**config.mk**
```make
export PLATFORM = sky130hd
export DESIGN_NAME = fbc_wr_ch_responder
export DESIGN_NICKNAME = d
export VERILOG_FILES = /design/src/rtl/fbc_wr_ch_responder.sv
export SDC_FILE = /design/constraint.sdc
export NUM_CORES = 1
export LEC_CHECK = 0
export BUFFER_PORTS_ARGS = -buffer_cell sky130_fd_sc_hd__buf_2
export CAP_MARGIN = 20
export CORE_AREA = 2 2 461 463
export CTS_BUF_LIST = sky130_fd_sc_hd__clkbuf_8
export CTS_CLUSTER_SIZE = 10
export DETAILED_ROUTE_END_ITERATION = 8
export DIE_AREA = 0 0 463 465
export MAX_ROUTING_LAYER = met4
export PLACE_DENSITY_LB_ADDON = 0.25
export SETUP_SLACK_MARGIN = 0.5
export SYNTH_ARGS = -nofsm -noshare
export SYNTH_HDL_FRONTEND = slang
export SYNTH_SLANG_ARGS = --single-unit
```
**constraint.sdc**
```tcl
create_clock -name clk_i -period 4.55 [get_ports clk_i]
set_clock_uncertainty 0.2 [all_clocks]
set_input_delay 0.91 -clock clk_i [delete_from_list [all_inputs] [get_ports clk_i]]
set_output_delay 0.91 -clock clk_i [all_outputs]
set_load 0.1 [all_outputs]
```
**src/rtl/fbc_wr_ch_responder.sv**
```systemverilog
// fbc_wr_ch_responder
//   Memory-side responder of the FBC burst-write channel. Accepts a burst
//   (req/len/addr) from the write-cache initiator, pulls beats one at a time
//   through a 2-entry buffer, and issues them to a MIG 7-series native port
//   as write-data beats plus one write command per beat. It pulses finish
//   once the whole burst has been handed to the MIG.
//
// Ports
//   clk_i, rst_n_i           ui_clk, asynchronous active-low reset
//   init_calib_complete_i    bursts are accepted only after calibration
//   wr_ddr_req_i/len_i/addr_i burst request (level) with length and base
//   wr_ddr_data_req_o        one-beat pull strobe; data arrives next cycle
//   wr_ddr_data_i            beat data
//   wr_ddr_finish_o          one-cycle burst-complete pulse
//   busy_o                   high whenever not idle
//   app_en/cmd/addr_o, app_rdy_i           MIG command channel
//   app_wdf_wren/end/data/mask_o, app_wdf_rdy_i  MIG write-data channel
module fbc_wr_ch_responder #(
  parameter int unsigned ADDR_WIDTH    = 30,
  parameter int unsigned MEM_DATA_BITS = 512,
  parameter int unsigned ADDR_STEP     = 8
) (
  input  logic                       clk_i,
  input  logic                       rst_n_i,
  input  logic                       init_calib_complete_i,
  input  logic                       wr_ddr_req_i,
  input  logic [7:0]                 wr_ddr_len_i,
  input  logic [ADDR_WIDTH-1:0]      wr_ddr_addr_i,
  output logic                       wr_ddr_data_req_o,
  input  logic [MEM_DATA_BITS-1:0]   wr_ddr_data_i,
  output logic                       wr_ddr_finish_o,
  output logic                       busy_o,
  output logic                       app_en_o,
  output logic [2:0]                 app_cmd_o,
  output logic [ADDR_WIDTH-1:0]      app_addr_o,
  input  logic                       app_rdy_i,
  output logic                       app_wdf_wren_o,
  output logic                       app_wdf_end_o,
  output logic [MEM_DATA_BITS-1:0]   app_wdf_data_o,
  output logic [MEM_DATA_BITS/8-1:0] app_wdf_mask_o,
  input  logic                       app_wdf_rdy_i
);

  typedef enum logic [1:0] {StIdle, StBurst, StDone, StHold} state_e;

  state_e                   r_state;
  state_e                   w_state_d;
  logic [7:0]               r_len;
  logic [ADDR_WIDTH-1:0]    r_base;
  logic [7:0]               r_req_cnt;
  logic [7:0]               r_wdf_cnt;
  logic [7:0]               r_cmd_cnt;
  logic                     r_inflight;

  logic [MEM_DATA_BITS-1:0] r_buf [2];
  logic                     r_wr_ptr;
  logic                     r_rd_ptr;
  logic [1:0]               r_occ;

  logic                     w_start;
  logic                     w_wren;
  logic                     w_pop;
  logic                     w_push;
  logic                     w_en;
  logic                     w_cmd_fire;
  logic                     w_data_req;
  logic [2:0]               w_fill;
  logic [7:0]               w_wdf_cnt_d;
  logic [7:0]               w_cmd_cnt_d;
  logic [ADDR_WIDTH-1:0]    w_addr_off;

  assign w_start    = (r_state == StIdle) && wr_ddr_req_i && init_calib_complete_i;
  assign w_wren     = (r_occ != 2'd0);
  assign w_pop      = w_wren && app_wdf_rdy_i;
  assign w_push     = r_inflight;
  // Commands trail data: only beats already handed to the MIG may be addressed.
  assign w_en       = (r_cmd_cnt < r_wdf_cnt);
  assign w_cmd_fire = w_en && app_rdy_i;

  // A beat already requested occupies a slot; a pop this cycle frees one.
  assign w_fill     = {1'b0, r_occ} + {2'b00, r_inflight};
  assign w_data_req = (r_state == StBurst) && (r_req_cnt < r_len) &&
                      (w_fill < (3'd2 + {2'b00, w_pop}));

  assign w_wdf_cnt_d = r_wdf_cnt + {7'd0, w_pop};
  assign w_cmd_cnt_d = r_cmd_cnt + {7'd0, w_cmd_fire};

  assign w_addr_off = ADDR_WIDTH'({24'd0, r_cmd_cnt} * ADDR_STEP);

  // Next-state logic
  always_comb begin
    w_state_d = r_state;
    unique case (r_state)
      StIdle: begin
        if (w_start) begin
          w_state_d = (wr_ddr_len_i == 8'd0) ? StDone : StBurst;
        end
      end
      // Look at next-cycle counts so finish follows the last command directly.
      StBurst: begin
        if ((w_wdf_cnt_d == r_len) && (w_cmd_cnt_d == r_len)) begin
          w_state_d = StDone;
        end
      end
      StDone:  w_state_d = StHold;
      StHold:  w_state_d = StIdle;
      default: w_state_d = StIdle;
    endcase
  end

  always_ff @(posedge clk_i or negedge rst_n_i) begin
    if (!rst_n_i) begin
      r_state <= StIdle;
    end else begin
      r_state <= w_state_d;
    end
  end

  // Burst registers and counters
  always_ff @(posedge clk_i or negedge rst_n_i) begin
    if (!rst_n_i) begin
      r_len      <= 8'd0;
      r_base     <= '0;
      r_req_cnt  <= 8'd0;
      r_wdf_cnt  <= 8'd0;
      r_cmd_cnt  <= 8'd0;
      r_inflight <= 1'b0;
    end else begin
      r_inflight <= w_data_req;
      if (w_start) begin
        r_len     <= wr_ddr_len_i;
        r_base    <= wr_ddr_addr_i;
        r_req_cnt <= 8'd0;
        r_wdf_cnt <= 8'd0;
        r_cmd_cnt <= 8'd0;
      end else begin
        if (w_data_req) begin
          r_req_cnt <= r_req_cnt + 8'd1;
        end
        r_wdf_cnt <= w_wdf_cnt_d;
        r_cmd_cnt <= w_cmd_cnt_d;
      end
    end
  end

  // Two-entry beat buffer
  always_ff @(posedge clk_i or negedge rst_n_i) begin
    if (!rst_n_i) begin
      for (int i = 0; i < 2; i++) begin
        r_buf[i] <= '0;
      end
      r_wr_ptr <= 1'b0;
      r_rd_ptr <= 1'b0;
      r_occ    <= 2'd0;
    end else begin
      if (w_push) begin
        r_buf[r_wr_ptr] <= wr_ddr_data_i;
        r_wr_ptr        <= ~r_wr_ptr;
      end
      if (w_pop) begin
        r_rd_ptr <= ~r_rd_ptr;
      end
      r_occ <= r_occ + {1'b0, w_push} - {1'b0, w_pop};
    end
  end

  assign wr_ddr_data_req_o = w_data_req;
  assign wr_ddr_finish_o   = (r_state == StDone);
  assign busy_o            = (r_state != StIdle);

  assign app_en_o          = w_en;
  assign app_cmd_o         = 3'b000;
  assign app_addr_o        = r_base + w_addr_off;

  assign app_wdf_wren_o    = w_wren;
  assign app_wdf_end_o     = w_wren;
  assign app_wdf_data_o    = r_buf[r_rd_ptr];
  assign app_wdf_mask_o    = '0;

endmodule

```
# Word level (Yosys, flattened, before mapping)
# Cells that the tools add are included.
# W data, S select, Z words.
# classes
n_shift,0
div_mod_pow,0
multipliers,0
n_bitwise,4
n_eq_ne,7
reduce_logical,14
add_sub_neg,8
order_cmp,6
mux,14
# op_table
operator,count
$mux W512,4
$bwmux W1024,1
$demux W512 S1,1
$mux W8,4
$add A30 B11 Y30,1
$add A8 B1 Y8,2
$eq A8 B8 Y1,2
$lt A8 B8 Y1,2
$add A8 B1 Y8 const B,1
$logic_and A1 B1 Y1,8
$logic_not A8 Y1,1
$pmux W2 S4,1
$mux W2,3
$reduce_bool A2 Y1,3
$eq A2 B2 Y1 const B,2
$ge A2 B2 Y1 const B,2
$not A1 Y2,2
$add A2 B1 Y3,1
$add A2 B1 Y3 const A,1
$lt A3 B3 Y1,1
$add A2 B1 Y2,1
$eq A2 B1 Y1 const B,1
$logic_not A2 Y1,1
$lt A2 B1 Y1 const B,1
5 further kinds,6
# word_totals
ram_bits,0
reg_bits,1093
memories,0
output_inout_bits,615
latch_bits,0
romBits,0
elab_cells,65
input_bits,556

# Depth between registers and ports, before layout
# Gate-level depths: netlist of run 1.
# logic_depth
depth_word,7
depth_mapped,17
ltp_nobuf,17

# Least setup slack after synthesis of run 1
# Ideal clock, no wire load.
# synth_path
path_type,reg2out
start,register r_cmd_cnt[0]
end,output port app_addr_o[17]
setup_slack_ns,-0.162
required_time_ns,3.440
stages_incl_launch_ff,12
arrival_ns,3.602
cell_sequence,dfrtp_1 > ha_1 > inv_1 > fa_1 > nor2b_1 > o21ai_0 > a21boi_0 > o21a_1 > o22a_1 > clkbuf_1 > nand4_1 > xnor2_1
# synth_via
elab_chain_cells,1
# synth_lines
element,line,source
start: declaration,52,logic [7:0] r_cmd_cnt;
start signal: assignment,141,r_cmd_cnt <= w_cmd_cnt_d;
$add A30 B11 Y30,173,assign app_addr_o = r_base + w_addr_off;
end: declaration,35,"output logic [ADDR_WIDTH-1:0] app_addr_o,"
# No other way between the ends.

# Worst setup path after layout of run 1
# layout_path
start,register r_base[3]
end,output port app_addr_o[29]
# layout_via
elab_chain_cells,1
# layout_lines
element,line,source
start: declaration,49,logic [ADDR_WIDTH-1:0] r_base;
start signal: assignment,132,r_base <= wr_ddr_addr_i;
$add A30 B11 Y30,173,
# No other way between the ends.

==> results of run 1 <==
==> layout make-up <==
class | instances | share of cell area, %
Antenna cell | 29 | 0.106
Clock buffer | 249 | 5.01
Clock inverter | 108 | 0.899
Inverter | 29 | 0.159
Multi-Input combinational cell | 1977 | 29.9
Sequential cell | 1093 | 40.0
Tap cell | 2821 | 5.16
Timing Repair Buffer | 1790 | 18.8
==> flip-flops by register name, summed over array words and instances, names as in the netlist <==
| name | count |
|---|---|
| r_base | 30 |
| r_buf | 1024 |
| r_wr_ptr | 1 |
| r_state | 2 |
| r_wdf_cnt | 8 |
| r_len | 8 |
| r_req_cnt | 8 |
| r_inflight | 1 |
| r_occ | 2 |
| r_cmd_cnt | 8 |
| r_rd_ptr | 1 |
==> through the flow <==
step / setup WS (ns) / instances
2_1_floorplan: 0.222 / 3353
3_3_place_gp: 0.101 / 7117
3_5_place_dp: 0.0855 / 7117
4_1_cts: -0.0429 / 8046
5_1_grt: -0.0662 / 8096
6_report: 0.147 / 8096
==> per-layer routing <==
| layer | wire length, um | share of wire [%] |
|---|---|---|
| met5 | 0 | 0 |
| met4 | 3840 | 2.4 |
| met3 | 11700 | 7.3 |
| met2 | 78500 | 49 |
| met1 | 66100 | 41 |
==> cell families after synthesis <==
logic type | synth area share, %
compound gates | 0.860
buf+inv | 2.77
flops | 56.6
mux | 35.8
other cells | 0.00776
xor+xnor | 0.834
simple gates | 2.16
fa+ha+maj | 0.948
==> worst max-delay path by stage <==
| stage | to | cells past startpoint |
|---|---|---|
| 2_1_floorplan | app_addr_o[16] | 9 |
| 3_3_place_gp | r_state[0] | 18 |
| 3_5_place_dp | r_state[0] | 18 |
| 4_1_cts | app_addr_o[14] | 10 |
| 5_1_grt | app_addr_o[29] | 11 |
| 6_report | app_addr_o[29] | 11 |
==> worst max-delay path, stage by stage, from the launching register on <==
cell and delay [ns]:
dfrtp_1 0.35, ha_2 0.19, inv_2 0.04, fa_2 0.34, nor2b_2 0.12, o21ai_2 0.07
a21boi_2 0.17, o21a_2 0.21, o22a_4 0.20, nand4_1 0.24, xnor2_4 0.27, buf_12 0.20
==> cells in the mapped netlist, types with 6 or more instances <==
cell type  number  area, sq um
mux2_2       1536        17300
dfrtp_1      1093        27400
clkbuf_1      178          668
nand2_1       116          435
buf_4          71          533
xnor2_1        41          359
ha_1           35          438
inv_1          29          109
nor2_1         27          101
nand3_1        25          125
o21ai_0        16         80.1
a21oi_1         9         45.0
nand4_1         9         56.3
and2_1          8         50.1
and3_1          8         50.1
nor2b_1         8         50.1
buf_1           6         22.5
nor3_1          6         30.0
==> repair_timing <==
action | 4_1_cts | 5_1_grt
cloned | 5 | 0
hold endpoints to repair | 1096 | 0
endpoints found under the setup margin | 433 | 34
buffers inserted | 18 | 21
gates resized for setup | 126 | 36
pin swaps | 27 | 32
hold buffers | 549 | 0
==> reports/results.ini, run 1 <==
[clock_tree]
insertion_delay_ns = 0.92
cts.path.max_buffers = 3
h-tree-depth = 4
clockRootBuffer = clkbuf_8
cts_inserted_buffers = 202
cts.clk_slew.worst_paths_ns = 0.05
clock-sinks = 1093
cts_tree = done

[finish]
fin_util_pct = 32.4
multi_input_area_sq_um = 20400
final_common_cell = mux2_2
final_area_sq_um = 68400
fillers = 21278
drive_gt1_share_pct = 59.7
register_area_sq_um = 27400
final_cell_mix = 1536 x mux2_2, 1090 x dfrtp_1, 1060 x buf_2
layout-area-overhead-vs-synth_pct = 41.4
fin_nets = 5685

[routing]
firstDrtPassIters = 6
drt_iter0_markers = 1057
drt_drc_violations_left = 0
wire_per_inst_um = 19.8
avgViaCountPerCell = 4.16
ant_nets = 0
routed_wl_um = 160000
vias = 33674

[timing]
fin_crit_ns = 4.40
setup_viol = 0
period_share_pct = 96.8
setup-tns-final_ns = 0
worst_pin_slew_ns = 0.886
slew_violations = 0
slew_headroom_pct = 40.9
rsz0062_at_grt = yes
finalHoldViolCount = 0
holdWs_ns = 0.135
max_freq_mhz = 227

[synthesis]
synth_edf_count = 0
syn_area_per_cell_sq_um = 14.7
synth_warnings = 0
yosysUniqueCellTypes = 48
synth-seq-cells = 1093
ys_seq_area_share_pct = 56.6
async_flop_share_pct = 100
syn_inst = 3287
synth_area_sq_um = 48300
synthFlopType = dfrtp_1

[hold_path]
hold_depth = 3
hold_end = r_rd_ptr
holdCritStartpoint = app_wdf_rdy_i
worstHoldPathType = input pin to flop

[worst_setup_path]
startpoint = r_base[3]
crit_path_end_kind = output port
cp.arrival_ns = 3.29
r2r_cells = 18
regToRegEndpoint = r_state[1]
rrSetupSlack_ns = 0.19
critPathKind = flop to output port
worstPathMaxFanout = 5
r2r-start = r_cmd_cnt[1]
cp.required_ns = 3.44
cp-start-kind = flop

[global_routing]
grt_max_degree = 129
grt_overflow_total = 0
antenna_found_initial = 30
grt_use_total_pct = 15.1
grt_pass1_vias = 37261
grt_use_met1_pct = 17.4
grt_pass1_wl_um = 242000
top_usage_layer = met2
grtUsageMet2_pct = 24.9
grt_util_met3_pct = 5.06

[die]
row_count = 169
die_height_um = 465
initial_utilization_pct = 22.9
io_pins = 1171
dieArea_sq_um = 215000
fp.dieW_um = 463
core_sq_um = 211000

[outcome]
status = finished clean

[placed_design]
place.gp.congestion = 0.821
port_buffers = 1103
hpwl_um = 115000
postPlaceCellArea_sq_um = 57700

[flow_run]
cap_violations = 0

Power of run 1 is left out: the tool's default activity adds up to more than one toggle a clock period on the data nets, which glitch-free logic cannot reach.
==> run 2: changes to the inputs <==
--- a/config.mk
+++ b/config.mk
@@ -7,11 +7,11 @@
 export LEC_CHECK = 0
 export BUFFER_PORTS_ARGS = -buffer_cell sky130_fd_sc_hd__buf_2
 export CAP_MARGIN = 20
-export CORE_AREA = 2 2 461 463
+export CORE_AREA = 2 2 452 454
 export CTS_BUF_LIST = sky130_fd_sc_hd__clkbuf_8
 export CTS_CLUSTER_SIZE = 10
 export DETAILED_ROUTE_END_ITERATION = 8
-export DIE_AREA = 0 0 463 465
+export DIE_AREA = 0 0 454 456
 export MAX_ROUTING_LAYER = met4
 export PLACE_DENSITY_LB_ADDON = 0.25
 export SETUP_SLACK_MARGIN = 0.5
==> constraint.sdc (replaced) <==
create_clock -name clk_i -period 4.8 [get_ports clk_i]
set_clock_uncertainty 0.2 [all_clocks]
set_input_delay 0.96 -clock clk_i [delete_from_list [all_inputs] [get_ports clk_i]]
set_output_delay 0.96 -clock clk_i [all_outputs]
set_load 0.1 [all_outputs]
==> reports/results.ini, run 2 (same netlist as run 1, synthesis figures left out) <==
[worst_setup_path]
cp.arrival_ns = 3.34
cp.required_ns = 3.64
crit_path_end_kind = output port
cp-start-kind = flop
critPathKind = flop to output port
worstPathMaxFanout = 5

[clock_tree]
insertion_delay_ns = 0.93
clock-sinks = 1093
clockRootBuffer = clkbuf_8
cts_tree = done
cts.path.max_buffers = 3
h-tree-depth = 4
cts_inserted_buffers = 202
cts.clk_slew.worst_paths_ns = 0.05

[placed_design]
place.gp.congestion = 0.888
hpwl_um = 118000
port_buffers = 1103
postPlaceCellArea_sq_um = 57400
place_ws_ns = 0.309

[global_routing]
grt_pass1_wl_um = 239000
grt_pass1_vias = 36305
grt_overflow_total = 0
antenna_found_initial = 39
grt_max_degree = 111
grt_use_total_pct = 15.7

[finish]
layout-area-overhead-vs-synth_pct = 40.0
final_common_cell = mux2_2
largest_reg_flops = 1024
drive_gt1_share_pct = 59.7
reg.largest.list = r_buf: 1024 flops, r_base: 30 flops
final_area_sq_um = 67700
largest_register = r_buf
register_area_sq_um = 27400
fin_nets = 5628
final_cell_mix = 1536 x mux2_2, 1090 x dfrtp_1, 1076 x buf_2
multi_input_area_sq_um = 20300
fillers = 20111

[timing]
slew_headroom_pct = 41.0
period_share_pct = 93.7
finalWorstSetupSlack_ns = 0.301
fin_crit_ns = 4.50
worst_pin_slew_ns = 0.885
setup-tns-final_ns = 0
setup_viol = 0
slew_violations = 0
finalHoldViolCount = 0
rsz0062_at_grt = yes
max_freq_mhz = 222

[hold_path]
worstHoldPathType = input pin to flop

[routing]
routed_wl_um = 162000
dr_wl_met3_um = 8920
drt_drc_violations_left = 0
avgViaCountPerCell = 4.26
vias = 33656
drt_iter0_markers = 1476
met1Wirelength_um = 67800
wire_per_inst_um = 20.6
highest_layer = met4
firstDrtPassIters = 5
routed-wl-met2_um = 81000
ant_nets = 0

[outcome]
status = finished clean

[die]
initial_utilization_pct = 24.0
fp.dieW_um = 454
row_count = 165
die_height_um = 456
dieArea_sq_um = 207000
io_pins = 1171
core_sq_um = 202000

[flow_run]
cap_violations = 0

==> run 2: cell types whose count changed in the layout (fill, tap and decap cells not counted), moves of 6 or more <==
cell,before,now
diode_2,29,35
buf_6,25,16
clkinv_2,16,10
buf_2,1060,1076
buf_8,5,13
dlygate4sd3_1,549,522
xnor2_2,14,20
buf_4,112,70
nand3_1,18,24
==> run 2: final timing paths <==
| kind | from | end | slack [ns] | cells past startpoint |
|---|---|---|---|---|
| worst max-delay path | r_cmd_cnt[1] | app_addr_o[18] | 0.30 | 10 |
| worst min-delay path | wr_ddr_data_i[47] | r_buf[559] | 0.15 | 2 |
| worst max register to register | r_cmd_cnt[1] | r_state[0] | 0.71 | 17 |
| worst min register to register | r_base[0] | r_base[0] | 0.28 | 2 |
| max in group asynchronous | rst_n_i | r_buf[186] | 2.68 | 4 |
| min in group asynchronous | rst_n_i | r_buf[949] | 0.50 | 2 |
==> run 2: worst max-delay path, stage by stage (launching register included) <==
cell and delay [ns]:
dfrtp_1 0.39, buf_6 0.14, ha_4 0.20, a21o_1 0.16, a21oi_2 0.18, nor2b_2 0.07, or4_4 0.47, a31o_4 0.30
nand3_1 0.13, xnor2_2 0.14, buf_6 0.25
==> run 2: layer usage <==
metal | vias up | global-route usage [%]
li1 | 15176 | -
met1 | 17345 | 18.5
met2 | 871 | 26.2
met3 | 264 | 3.95
met4 | 0 | 4.87
met5 | - | -
==> run 2: cell type report <==
cell class	instances	area share [%]
Inverter	29	0.161
Timing Repair Buffer	1733	18.1
Antenna cell	35	0.129
Clock buffer	254	5.17
Multi-Input combinational cell	1977	30.0
Sequential cell	1093	40.4
Clock inverter	106	1.08
Tap cell	2672	4.94
==> run 2: through the flow <==
| stage | std cells | hold WS (ns) | util (%) |
|---|---|---|---|
| after CTS | 7857 | 0.00106 | 33.4 |
| after detailed placement | 6958 | 0.266 | 28.5 |
| after global routing | 7898 | 0.0199 | 33.5 |
| after global placement | 6958 | 0.259 | 28.5 |
| final | 7899 | 0.147 | 33.5 |
| after floorplan | 3353 | 0.247 | - |
==> run 2: timing repair <==
item | in CTS | in global routing
gates cloned | 2 | 0
endpoints found under the setup margin | 108 | 33
hold endpoints to repair | 1041 | 0
resized for setup | 82 | 42
hold buffers | 522 | 0
setup buffers | 15 | 7
pin swaps | 16 | 25
Power of run 2 is left out for the same reason.
